## config.mk

```make
export PLATFORM = sky130hd
export DESIGN_NAME = urna_eletronica
export DESIGN_NICKNAME = d
export VERILOG_FILES = /design/src/rtl/urna_eletronica_pkg.sv /design/src/rtl/urna_eletronica_contador_bcd.sv /design/src/rtl/urna_eletronica.sv
export SDC_FILE = /design/constraint.sdc
export NUM_CORES = 1
export LEC_CHECK = 0
export CAP_MARGIN = 20
export CORE_MARGIN = 4
export CORE_UTILIZATION = 40
export CTS_CLUSTER_DIAMETER = 150
export DETAILED_ROUTE_END_ITERATION = 10
export GPL_TIMING_DRIVEN = 0
export MAX_ROUTING_LAYER = met4
export PLACE_DENSITY = 0.74
export SLEW_MARGIN = 20
export SYNTH_ARGS = -nofsm -noshare
export SYNTH_HDL_FRONTEND = slang
export SYNTH_SLANG_ARGS = --single-unit
```

## constraint.sdc

```tcl
create_clock -name clock -period 2.8 [get_ports clock]
set_input_delay 0.7 -clock clock [delete_from_list [all_inputs] [get_ports clock]]
set_output_delay 0.7 -clock clock [all_outputs]
set_load 0.03 [all_outputs]
```

## src/rtl/urna_eletronica_pkg.sv

```systemverilog
// Shared definitions for the electronic ballot box: state encoding,
// votoValido encodings, default candidate codes and tally geometry.
package urna_pkg;

   typedef enum logic [2:0] {
      DIG1   = 3'd0,
      DIG2   = 3'd1,
      DIG3   = 3'd2,
      DIG4   = 3'd3,
      CONF   = 3'd4,
      COUNT  = 3'd5,
      CLOSED = 3'd6
   } estado_t;

   localparam logic [1:0] VV_INCOMPLETO = 2'b00;
   localparam logic [1:0] VV_VALIDO     = 2'b01;
   localparam logic [1:0] VV_NULO       = 2'b10;

   localparam logic [15:0] DEF_CODE_ARTHUR  = 16'h1101;
   localparam logic [15:0] DEF_CODE_LEANDRO = 16'h2202;
   localparam logic [15:0] DEF_CODE_MATEUS  = 16'h3480;
   localparam logic [15:0] DEF_CODE_PABLO   = 16'h5505;

   // four candidates plus nulo, six BCD digits each
   localparam int N_CAND = 5;
   localparam int N_DIG  = 6;

   // true when the keypad value is a decimal digit
   function automatic logic is_bcd(input logic [3:0] d);
      return d <= 4'd9;
   endfunction

endpackage

```

## src/rtl/urna_eletronica_contador_bcd.sv

```systemverilog
// One decade of a BCD counter; decades are chained through carry.
module contador_bcd (
   input  logic       clock,
   input  logic       reset,
   input  logic       en,
   output logic [3:0] valor,
   output logic       carry
);

   // the next decade steps when this one is enabled and rolls 9 -> 0
   assign carry = en & (valor == 4'd9);

   // decade register: counts 0..9 and wraps
   always_ff @(posedge clock or negedge reset) begin
      if (!reset)
         valor <= 4'd0;
      else if (en)
         valor <= (valor == 4'd9) ? 4'd0 : valor + 4'd1;
   end

endmodule

```

## src/rtl/urna_eletronica.sv

```systemverilog
// Ballot box top: keypad strobe edge detect, vote-entry FSM, code compare
// and per-candidate 6-digit BCD tallies.
module urna_eletronica
   import urna_pkg::*;
#(
   parameter logic [15:0] CODE_ARTHUR  = DEF_CODE_ARTHUR,
   parameter logic [15:0] CODE_LEANDRO = DEF_CODE_LEANDRO,
   parameter logic [15:0] CODE_MATEUS  = DEF_CODE_MATEUS,
   parameter logic [15:0] CODE_PABLO   = DEF_CODE_PABLO
) (
   input  logic        clock,
   input  logic        reset,
   input  logic [3:0]  digit,
   input  logic        valid,
   input  logic        confirma,
   input  logic        finish,
   output logic [2:0]  estado,
   output logic [2:0]  next_estado,
   output logic [3:0]  digito1,
   output logic [3:0]  digito2,
   output logic [3:0]  digito3,
   output logic [3:0]  digito4,
   output logic [1:0]  votoValido,
   output logic        candidatoArthur,
   output logic        candidatoLeandro,
   output logic        candidatoMateus,
   output logic        candidatoPablo,
   output logic        candidatoNulo,
   output logic [23:0] tally_arthur,
   output logic [23:0] tally_leandro,
   output logic [23:0] tally_mateus,
   output logic [23:0] tally_pablo,
   output logic [23:0] tally_nulo
);

   estado_t     st, st_nxt;
   logic        valid_q, stb;
   logic        ld, clr;
   logic [15:0] code;
   logic        match;
   logic [N_CAND-1:0]             pulso;
   logic [N_CAND-1:0][N_DIG:0]    en;
   logic [N_CAND-1:0][N_DIG-1:0][3:0] val;

   assign stb         = valid & ~valid_q;
   assign estado      = st;
   assign next_estado = st_nxt;
   assign code        = {digito1, digito2, digito3, digito4};
   assign match       = (code == CODE_ARTHUR) || (code == CODE_LEANDRO) ||
                        (code == CODE_MATEUS) || (code == CODE_PABLO);

   // keypad level delayed one clock for rising-edge detection
   always_ff @(posedge clock or negedge reset) begin
      if (!reset)
         valid_q <= 1'b0;
      else
         valid_q <= valid;
   end

   // state register
   always_ff @(posedge clock or negedge reset) begin
      if (!reset)
         st <= DIG1;
      else
         st <= st_nxt;
   end

   // next state plus digit latch/clear requests; finish overrides all but COUNT
   always_comb begin
      st_nxt = st;
      ld     = 1'b0;
      clr    = 1'b0;
      case (st)
         DIG1, DIG2, DIG3, DIG4: begin
            if (stb && !confirma && is_bcd(digit)) begin
               ld     = 1'b1;
               st_nxt = (st == DIG4) ? CONF : estado_t'(st + 3'd1);
            end
         end
         CONF: begin
            if (stb) begin
               if (confirma) begin
                  st_nxt = COUNT;
               end else begin
                  st_nxt = DIG1;
                  clr    = 1'b1;
               end
            end
         end
         COUNT: begin
            st_nxt = DIG1;
            clr    = 1'b1;
         end
         CLOSED: st_nxt = CLOSED;
         default: st_nxt = DIG1;
      endcase
      if (finish && st != COUNT) begin
         st_nxt = CLOSED;
         ld     = 1'b0;
         clr    = 1'b0;
      end
   end

   // digit registers, filled in entry order
   always_ff @(posedge clock or negedge reset) begin
      if (!reset) begin
         digito1 <= 4'd0;
         digito2 <= 4'd0;
         digito3 <= 4'd0;
         digito4 <= 4'd0;
      end else if (clr) begin
         digito1 <= 4'd0;
         digito2 <= 4'd0;
         digito3 <= 4'd0;
         digito4 <= 4'd0;
      end else if (ld) begin
         case (st)
            DIG1:    digito1 <= digit;
            DIG2:    digito2 <= digit;
            DIG3:    digito3 <= digit;
            DIG4:    digito4 <= digit;
            default: ;
         endcase
      end
   end

   // vote classification, only meaningful once all four digits are in
   always_comb begin
      votoValido = VV_INCOMPLETO;
      if (st == CONF || st == COUNT)
         votoValido = match ? VV_VALIDO : VV_NULO;
   end

   assign candidatoArthur  = (st == COUNT) && (code == CODE_ARTHUR);
   assign candidatoLeandro = (st == COUNT) && (code == CODE_LEANDRO);
   assign candidatoMateus  = (st == COUNT) && (code == CODE_MATEUS);
   assign candidatoPablo   = (st == COUNT) && (code == CODE_PABLO);
   assign candidatoNulo    = (st == COUNT) && !match;

   assign pulso = {candidatoNulo, candidatoPablo, candidatoMateus,
                   candidatoLeandro, candidatoArthur};

   // each tally is a ripple-enabled chain of BCD decades
   for (genvar c = 0; c < N_CAND; c++) begin : g_cand
      assign en[c][0] = pulso[c];
      for (genvar d = 0; d < N_DIG; d++) begin : g_dig
         contador_bcd u_dig (
            .clock (clock),
            .reset (reset),
            .en    (en[c][d]),
            .valor (val[c][d]),
            .carry (en[c][d+1])
         );
      end
   end

   assign tally_arthur  = val[0];
   assign tally_leandro = val[1];
   assign tally_mateus  = val[2];
   assign tally_pablo   = val[3];
   assign tally_nulo    = val[4];

endmodule

```

# After elaboration in Yosys (flattened, before gate mapping)
# Index checks and enable logic that the tools add are counted.
# classes
addsub	31
n_lt_le_gt_ge	1
eq_ne	41
n_mux	57
n_bitwise	27
reduce_logical	25
# op_table
operator	count
$mux W4	42
$add A4 B1 Y4 const B	30
$eq A4 B4 Y1 const B	30
$eq A16 B14 Y1 const B	2
$and A1 B1 Y1	26
$eq A16 B13 Y1 const B	1
$eq A16 B15 Y1 const B	1
$mux W3	5
$reduce_bool A2 Y1	5
$eq A3 B3 Y1 const B	3
$pmux W3 S3	1
$logic_and A1 B1 Y1	8
$reduce_and A2 Y1	4
$eq A3 B2 Y1 const B	2
$mux W1	6
$le A4 B4 Y1 const B	1
$logic_or A1 B1 Y1	4
$mux W2	2
$reduce_or A4 Y1	1
$add A3 B1 Y3 const B	1
$eq A3 B1 Y1 const B	1
$logic_not A3 Y1	1
$ne A3 B3 Y1 const B	1
$logic_not A1 Y1	2
other kinds (2)	2
# totals
reg_bits	140
out_inout_bits	149

# Logic depth before layout (Yosys ltp)
# Gate-level depths: netlist (run 1).
# logic_depth
ltp_word	11
ltp_mapped	9
depth_no_buf	7

# By module
# Synthesis (run 1) repeated with hierarchy kept, for this count alone.
# unflattened
hier_cells	637
area_unflattened_um2	6881.6
# modules_own_cells
mod	instances	cells_per_inst	area_per_inst_um2
contador_bcd	30	17	187.7
urna_eletronica	1	127	1251.2

# Worst setup path after synthesis (run 1)
# Ideal clock, no wire load.
# synth_timing
path_type	reg2out
startpoint	reg st[0], in the netlist estado[0]
endpoint	out next_estado[1]
arrival_time_ns	2.400
t_required_ns	2.100
path_slack_ns	-0.300
path_stages_with_launch	8
path_cell_list	dfrtp_1 > inv_1 > ha_1 > or3_1 > a21oi_1 > o21ai_0 > a221oi_1 > o21ai_0
# synth_via
elab_chain_cells	5
elab_cells_between_ends	14
cone_classes	add/sub: 1; eq/ne: 6; mux: 4; reduce/logical: 3
# synth_rtl
element	line_no	rtl
from (decl)	urna_eletronica.sv:36	estado_t st, st_nxt;
from (signal assigned)	urna_eletronica.sv:65	st <= st_nxt;
$add A3 B1 Y3 / $eq A3 B2 Y1 (equally long branches)	urna_eletronica.sv:77, urna_eletronica.sv:73	
$mux W3	urna_eletronica.sv:77	st_nxt = (st == DIG4) ? CONF : estado_t'(st + 3'd1);
$mux W3	urna_eletronica.sv:75	if (stb && !confirma && is_bcd(digit)) begin
$pmux W3 S3	urna_eletronica.sv:73	case (st)
$mux W3 (*)	urna_eletronica.sv:97	if (finish && st != COUNT) begin
to (decl)	urna_eletronica.sv:18	output logic [2:0] next_estado,
# Every way passes the cells marked *; elsewhere a longest branch is shown, timed or not.

# Final worst setup path (run 1)
# Ends and elaborated chain as after synthesis.

==> summary.txt, run 1 <==
Route
  • Via-to-Cell Ratio: 5.42
  • Remaining DRCs: 0
  • Final WL: between 20000 and 25000 um
  • Total iterations of the first detailed-routing run: 5
  • Vias after detailed routing: around 6500
  • DR iter-0 viols: 261
  • DR WL/cell: around 17 um
  • Final ANT Viol Nets: 0

Power
  • Leak: ~4.6 nW
  • Worst VDD drop: approximately 480 uV
  • Pwr/cell area: approximately 510 nW/um2
  • Tot Pwr: 5.38 mW

STA
  • Fmax achieved: roughly 300 MHz
  • Final count of hold timing violations: 0
  • Final Slew Violations: 0
  • Setup violators final: 9
  • Clock skew: around 0.0088 ns
  • Worst-Margin Slew: ~1.0 ns
  • Setup ws final: -0.530 ns
  • RSZ-0062 raised after global routing: yes
  • Post-layout min period: between 3 and 4 ns
  • Worst hold slack: around 0.22 ns
  • Period Utilization, post-route: 119%
  • Normalized max-slew margin: roughly a third

Run status
  • Outcome: finished, violations left
  • Failing checks: negative setup slack

Final layout
  • Number of nets in the layout: roughly 970
  • # diodes: 0
  • P&R area growth vs syn: 40.9%
  • Layout fillers: 1524
  • Layout cells sized above 1: 16.8%

Worst setup path
  • WP data required: 2.10 ns
  • Crit path DAT: about 2.6 ns
  • CP endpoint kind: output port
  • Critical Path Start Type: flip-flop
  • Max FO, Critical Path: 6
  • Most common cell on crit path: o21ai_1
  • R2R cell count: 8
  • Largest stage delay on the critical path: 0.43 ns
  • Critical path type: reg -> out
  • Crit-path cells: buf_6 -> ha_4 -> or3_4 -> a21oi_4 -> o21ai_1 -> a221oi_1 -> o21ai_1 -> buf_4
  • Slowest CP cell: dfrtp_2

Clock tree
  • Clock transition at path regs: 0.06 ns
  • Hold_buf cts: 0
  • CTS tree: done
  • Clock Root Buffer: clkbuf_16
  • Worst-skew pair later-pin latency: roughly 0.42 ns
  • CTS Buffer Depth: 2
  • Maximum level of the CTS H-tree: 4
  • CTS Buf Count: 17
  • Num Clock Sinks: 140

Yosys
  • FF+latch count, synth: 140
  • Largest family of logic cells by synthesized area: simple AND/OR/NAND/NOR gates
  • Post-synthesis sequential area ratio: 46.8%
  • Synth Warn #: 0
  • Avg Cell Area, Syn: 10.2 um2
  • Mux share of post-synthesis cell area: 4.64%
  • FFs w/ async S/R, synth: 100%
  • Commonest cells post-synth: dfrtp_1, nor2_1, nand2_1
  • Post-Syn Area: ~7500 um2
  • Area contributors post-synth: dfrtp_1, xnor2_1, nor2b_1
  • Post-synth EDFFs: 0
  • Dominant register cell in the synthesized netlist: dfrtp_1
  • Distinct cells, synth: 70
  • Most common cell in the synthesized netlist: dfrtp_1
  • Leading area contributor after synthesis: dfrtp_1
  • Syn nets: 750
  • Area share of the largest cell type after synthesis: about 47%
  • Mapped Cells: around 740
  • Synth Area in Simple Gates: approximately 27%
  • Compound-Gate Fraction of Synth Area: about a tenth
  • Post-Synth XOR/XNOR Area: between 7 and 8%
  • Synth Area in Adders: less than 1%

Global routing
  • Remaining Overflow, GRT: 0
  • GRT Util Overall: between 10% and 20%
  • First-pass GRT wire length: about 31000 um
  • Vias in the first global route: 6040
  • Largest net degree at the start of global routing: between 70 and 80
  • Antenna violations before repair: 0

Hold path
  • Hold WC Path Type: in -> async

Die
  • FP Rows: a little under 50
  • Horiz. Die Dim: roughly 140 um
  • I/O pins: roughly 160
  • Die Y: 145 um
  • Core area: approximately 18000 um2
  • Die ar.: 21000 um2
  • Starting Density: approximately two fifths

Place
  • Pre-CTS setup slack: -1.04 ns
  • Port Buffers: ~160
  • DPL Wire Length: about 14000 um
  • Gpl congestion: 0.920

Job
  • Max-cap viol count: 0
## routing by layer
layer	GRT usage [%]	wire length (um)	vias to the layer above
met4	6.82	537	0
met5	-	0	-
met3	5.49	1340	31
li1	-	-	3114
met2	29.3	9220	195
met1	25.1	8950	3145
## final timing paths
path                                                           to  slack (ns)                         startpoint
worst max register to register  g_cand[2].g_dig[3].u_dig.valor[3]        0.15                         digito3[2]
min in group clock              g_cand[4].g_dig[3].u_dig.valor[0]        0.48  g_cand[4].g_dig[3].u_dig.valor[0]
max in group asynchronous       g_cand[3].g_dig[3].u_dig.valor[2]        1.79                              reset
worst min-delay path            g_cand[1].g_dig[5].u_dig.valor[2]        0.22                              reset
worst max-delay path                               next_estado[1]       -0.53                          estado[0]
worst min register to register  g_cand[4].g_dig[3].u_dig.valor[0]        0.48  g_cand[4].g_dig[3].u_dig.valor[0]
## power breakdown
part           internal (mW)  total, mW  switching (mW)
Combinational          0.395      0.926           0.531
Clock                   1.47       2.32           0.851
Sequential              2.08       2.14          0.0624
Total                   3.94       5.38            1.44
## state kept, by name, indices dropped and copies added, names as in the netlist
signal	count
digito2	4
digito4	4
estado	3
digito3	4
g_cand.g_dig.u_dig.valor	120
digito1	4
valid_q	1
## per-stage QoR
stage	cell area [um2]	util, %	setup TNS, ns	instances
floorplan	7530	-	-0.0743	736
global placement	9390	51.6	-687.39	1122
detailed placement	9430	51.8	-14.49	1123
CTS	10400	57.1	-2.13	1182
global route	10600	58.0	-2.98	1197
finish	10600	58.0	-2.39	1197
## cells by family (layout without fill, tap and decap cells)
| logic type | Yosys count | count (layout) |
|---|---|---|
| AND/OR/NAND/NOR | 341 | 341 |
| flip-flops | 140 | 140 |
| AO/OA/AOI/OAI | 105 | 105 |
| XOR/XNOR | 60 | 60 |
| buffers and inverters | 52 | 284 |
| multiplexers | 33 | 33 |
| adder cells (fa/ha/maj) | 5 | 5 |
## repair_timing
action	CTS	global route
hold endpoints to repair	0	0
setup endpoints to repair	58	16
gates resized for setup	109	13
setup buffers	29	18
pin swaps	16	9
cloned	0	0
## cell usage in the layout, fill, tap and decap left out, types with 6 or more instances in the layout
cell type / instances
nor2_1: 47
clkbuf_1: 13
inv_1: 29
a22o_1: 10
nand4_1: 19
nand2_1: 47
nor2b_1: 43
o21ai_0: 19
a31o_2: 6
nor4b_1: 8
buf_4: 44
nand4b_1: 10
o211ai_1: 6
mux2i_1: 19
a21oi_1: 8
mux2_2: 14
a21o_1: 8
and2_1: 8
nand3_1: 34
clkdlybuf4s50_1: 146
o31ai_1: 6
nand2b_1: 12
buf_6: 14
xor2_1: 22
nor3b_1: 12
nor4_1: 11
xnor2_1: 38
and3_1: 9
nor4bb_1: 9
clkbuf_16: 17
nor3_1: 12
nand3b_1: 12
or3_1: 6
dfrtp_1: 135
buf_2: 6
## critical path, delay by kind of cell (launching register included)
kind / cells / cell delay (ns)
AO/OA/AOI/OAI: 4 / 0.86
adder cells (fa/ha/maj): 1 / 0.17
buffers and inverters: 2 / 0.34
flip-flops: 1 / 0.43
AND/OR/NAND/NOR: 1 / 0.41
## cell type report
cell class	instances	area, um2	share of cell area (%)
sequential	140	3510	33.3
inverter	31	119	1.13
tap	229	287	2.71
clock buffer	25	485	4.60
timing repair buffer	203	1960	18.6
multi-input combinational	544	3980	37.7
buffer	18	101	0.960
clock inverter	7	113	1.07
(Power assumes the default switching activity.)
==> run 2: changes to the inputs <==
Settings changed: PLACE_DENSITY 0.74 to 0.75, SYNTH_HIERARCHICAL set to 1.
==> summary.txt, run 2 <==
Global routing
  • Vias in the first global route: 5753 (was 6040)
  • First-pass GRT wire length: 29000 um (was 31500 um)
  • Antenna violations before repair: 0 (unchanged)
  • Remaining Overflow, GRT: 0 (unchanged)
  • Largest net degree at the start of global routing: 75 (was 78)
  • GRT Util Overall: 18.6% (was 19.4%)

Power
  • NetSw: 1.14 mW (was 1.44 mW)
  • Clock share of power: 47.4% (was 43.1%)
  • Tot Pwr: 4.70 mW (was 5.38 mW)
  • Pwr/cell area: 427 nW/um2 (was 510 nW/um2)
  • Worst VDD drop: 403 uV (was 479 uV)
  • Comb power frac: 8.6% (was 17.2%)
  • Sw Share: 24.3% (was 26.8%)
  • Cell Int Power: 3.56 mW (was 3.94 mW)
  • Flop pwr share: 44.0% (was 39.7%)
  • Leak: 5.46 nW (was 4.64 nW)

STA
  • Fmax achieved: 288 MHz (was 300 MHz)
  • Worst hold slack: 0.213 ns (was 0.220 ns)
  • Period Utilization, post-route: 124% (was 119%)
  • Post-layout min period: 3.48 ns (was 3.33 ns)
  • Setup violators final: 62 (was 9)
  • Normalized max-slew margin: 64.2% (was 32.7%)
  • Final count of hold timing violations: 0 (unchanged)
  • Final Slew Violations: 0 (unchanged)
  • RSZ-0062 raised after global routing: yes (unchanged)
  • Setup ws final: -0.675 ns (was -0.530 ns)
  • Clock skew: 0.0162 ns (was 0.00883 ns)
  • Worst-Margin Slew: 0.536 ns (was 0.995 ns)

Worst setup path
  • CP endpoint kind: flip-flop (was output port)
  • Crit path DAT: 3.83 ns (was 2.63 ns)
  • Critical path type: reg -> reg (was reg -> out)
  • Critical Path Start Type: flip-flop (unchanged)
  • Max FO, Critical Path: 5 (was 6)
  • WP data required: 3.16 ns (was 2.10 ns)

Route
  • DR WL/cell: 15.7 um (was 16.7 um)
  • Total iterations of the first detailed-routing run: 4 (was 5)
  • Via-to-Cell Ratio: 5.16 (was 5.42)
  • Final ANT Viol Nets: 0 (unchanged)
  • Vias after detailed routing: 5929 (was 6485)
  • DR iter-0 viols: 189 (was 261)
  • Final WL: 18000 um (was 20000 um)
  • Remaining DRCs: 0 (unchanged)

Yosys
  • Avg Cell Area, Syn: 10.8 um2 (was 10.2 um2)
  • Syn nets: 646 (was 750)
  • Mapped Cells: 632 (was 736)
  • Synth Warn #: 6 (was 0)
  • Post-Syn Area: 6840 um2 (was 7490 um2)

Final layout
  • Post-route cell area: 11000 um2 (was 10600 um2)
  • P&R area growth vs syn: 60.9% (was 40.9%)
  • Register bank with the most flops: g_cand.g_dig.u_dig/valor (was g_cand.g_dig.u_dig.valor)
  • Commonest non-fill, non-tap cell in the layout: clkdlybuf4s50_1 (unchanged)
  • # diodes: 0 (unchanged)
  • Most frequent cells in the layout: clkdlybuf4s50_1, dfrtp_1, buf_4 (was clkdlybuf4s50_1, dfrtp_1, nor2_1, nand2_1, buf_4)
  • Layout cells sized above 1: 36.7% (was 16.8%)
  • Final core utilization: 65.9% (was 58.0%)
  • Max reg flops: 120 (unchanged)
  • Number of nets in the layout: 929 (was 969)

Die
  • Horiz. Die Dim: 139 um (was 145 um)
  • Die ar.: 19300 um2 (was 21000 um2)
  • Starting Density: 41.0% (was 41.1%)
  • Core area: 16700 um2 (was 18200 um2)
  • FP Rows: 47 (was 49)
  • Die Y: 139 um (was 145 um)
  • I/O pins: 158 (unchanged)

Clock tree
  • Worst-skew pair later-pin latency: 0.42 ns (about the same)
  • Clock Root Buffer: clkbuf_16 (unchanged)
  • CTS Buffer Depth: 2 (unchanged)
  • CTS tree: done (unchanged)
  • Clock transition at path regs: 0.06 ns (about the same)
  • Hold_buf cts: 0 (unchanged)
  • Num Clock Sinks: 140 (unchanged)
  • CTS Buf Count: 17 (unchanged)
  • Maximum level of the CTS H-tree: 4 (unchanged)

Place
  • Gpl congestion: 0.853 (was 0.920)
  • Port Buffers: 157 (unchanged)
  • Pre-CTS setup slack: -1.15 ns (was -1.04 ns)
  • DP Area: 9200 um2 (was 9430 um2)
  • DPL Wire Length: 11100 um (was 13600 um)

Job
  • Max-cap viol count: 0 (unchanged)

Run status
  • Failing checks: negative setup slack (unchanged)
  • Outcome: finished, violations left (unchanged)

Hold path
  • Hold WC Path Type: in -> async (unchanged)
-- run 2: cell types whose count changed in the layout (fill, tap and decap cells not counted), sizes merged, moves of 21 or more --
cell,previous run,this run
a21o,9,30
and4b,1,30
buf,66,122
inv,31,6
nor2,52,23
o21ai,24,62
-- run 2: layout make-up --
class	count	area [um2]
fillers	1272	5690
multi-input cells	485	4110
flip-flops and latches	140	3520
repair buffers	265	2490
clock buffers	19	443
well taps	220	275
clock inverters	13	139
inverters	4	21.3
plain buffers	2	20.0
-- run 2: repair_timing --
item,4_1_cts,5_1_grt
resized for setup,125,63
buffers inserted,71,45
pin swaps,84,70
cloned,0,0
setup endpoints to repair,70,71
-- run 2: path summary, 6_finish.rpt --
path / from / end / slack (ns) / depth (start not counted)
worst max-delay path: digito1[3] / g_cand[3].g_dig[5].u_dig/valor[3] / -0.68 / 17
worst min-delay path: reset / g_cand[3].g_dig[0].u_dig/valor[0] / 0.21 / 1
worst max register to register: digito1[3] / g_cand[3].g_dig[5].u_dig/valor[3] / -0.68 / 17
worst min register to register: g_cand[0].g_dig[4].u_dig/valor[3] / g_cand[0].g_dig[4].u_dig/valor[3] / 0.53 / 2
max in group asynchronous: reset / g_cand[3].g_dig[3].u_dig/valor[3] / 1.84 / 2
min in group clock: valid / valid_q / 0.41 / 1
-- run 2: power by group through the flow --
stage	sequential, mW	clock, mW	combinational (mW)
global placement	2.10	0	0.282
detailed placement	2.10	0	0.288
global route	2.07	2.38	0.431
CTS	2.07	2.29	0.338
floorplan	2.13	0	0.118
finish	2.07	2.23	0.404
-- run 2: per-stage QoR --
step | instances | setup TNS (ns)
after floorplan | 632 | -31.68
after global placement | 1009 | -724.25
after detailed placement | 1010 | -38.92
after CTS | 1111 | -22.75
after global routing | 1148 | -31.21
final | 1148 | -20.81
-- run 2: per-layer routing --
layer | global-route usage (%) | wire length (um) | vias up
met5 | - | 0 | -
met4 | 5.51 | 285 | 0
met3 | 4.66 | 954 | 25
met2 | 28.9 | 8860 | 159
met1 | 24.4 | 7900 | 2919
li1 | - | - | 2826
-- run 2: worst max-delay path: stages, from the launching register on --
cell and delay, ns:
dfrtp_2 0.42, nor4_4 0.30, nor2b_4 0.26, nand3_2 0.12
nor3_4 0.30, nand2_2 0.12, nor3b_4 0.22, nand2_2 0.10
nor3b_4 0.20, nand2_2 0.09, nor3b_4 0.22, nand2_2 0.12
nor3b_4 0.23, nand2_2 0.11, nor3b_4 0.24, and4b_1 0.22
o21ai_1 0.06, nand2_1 0.06
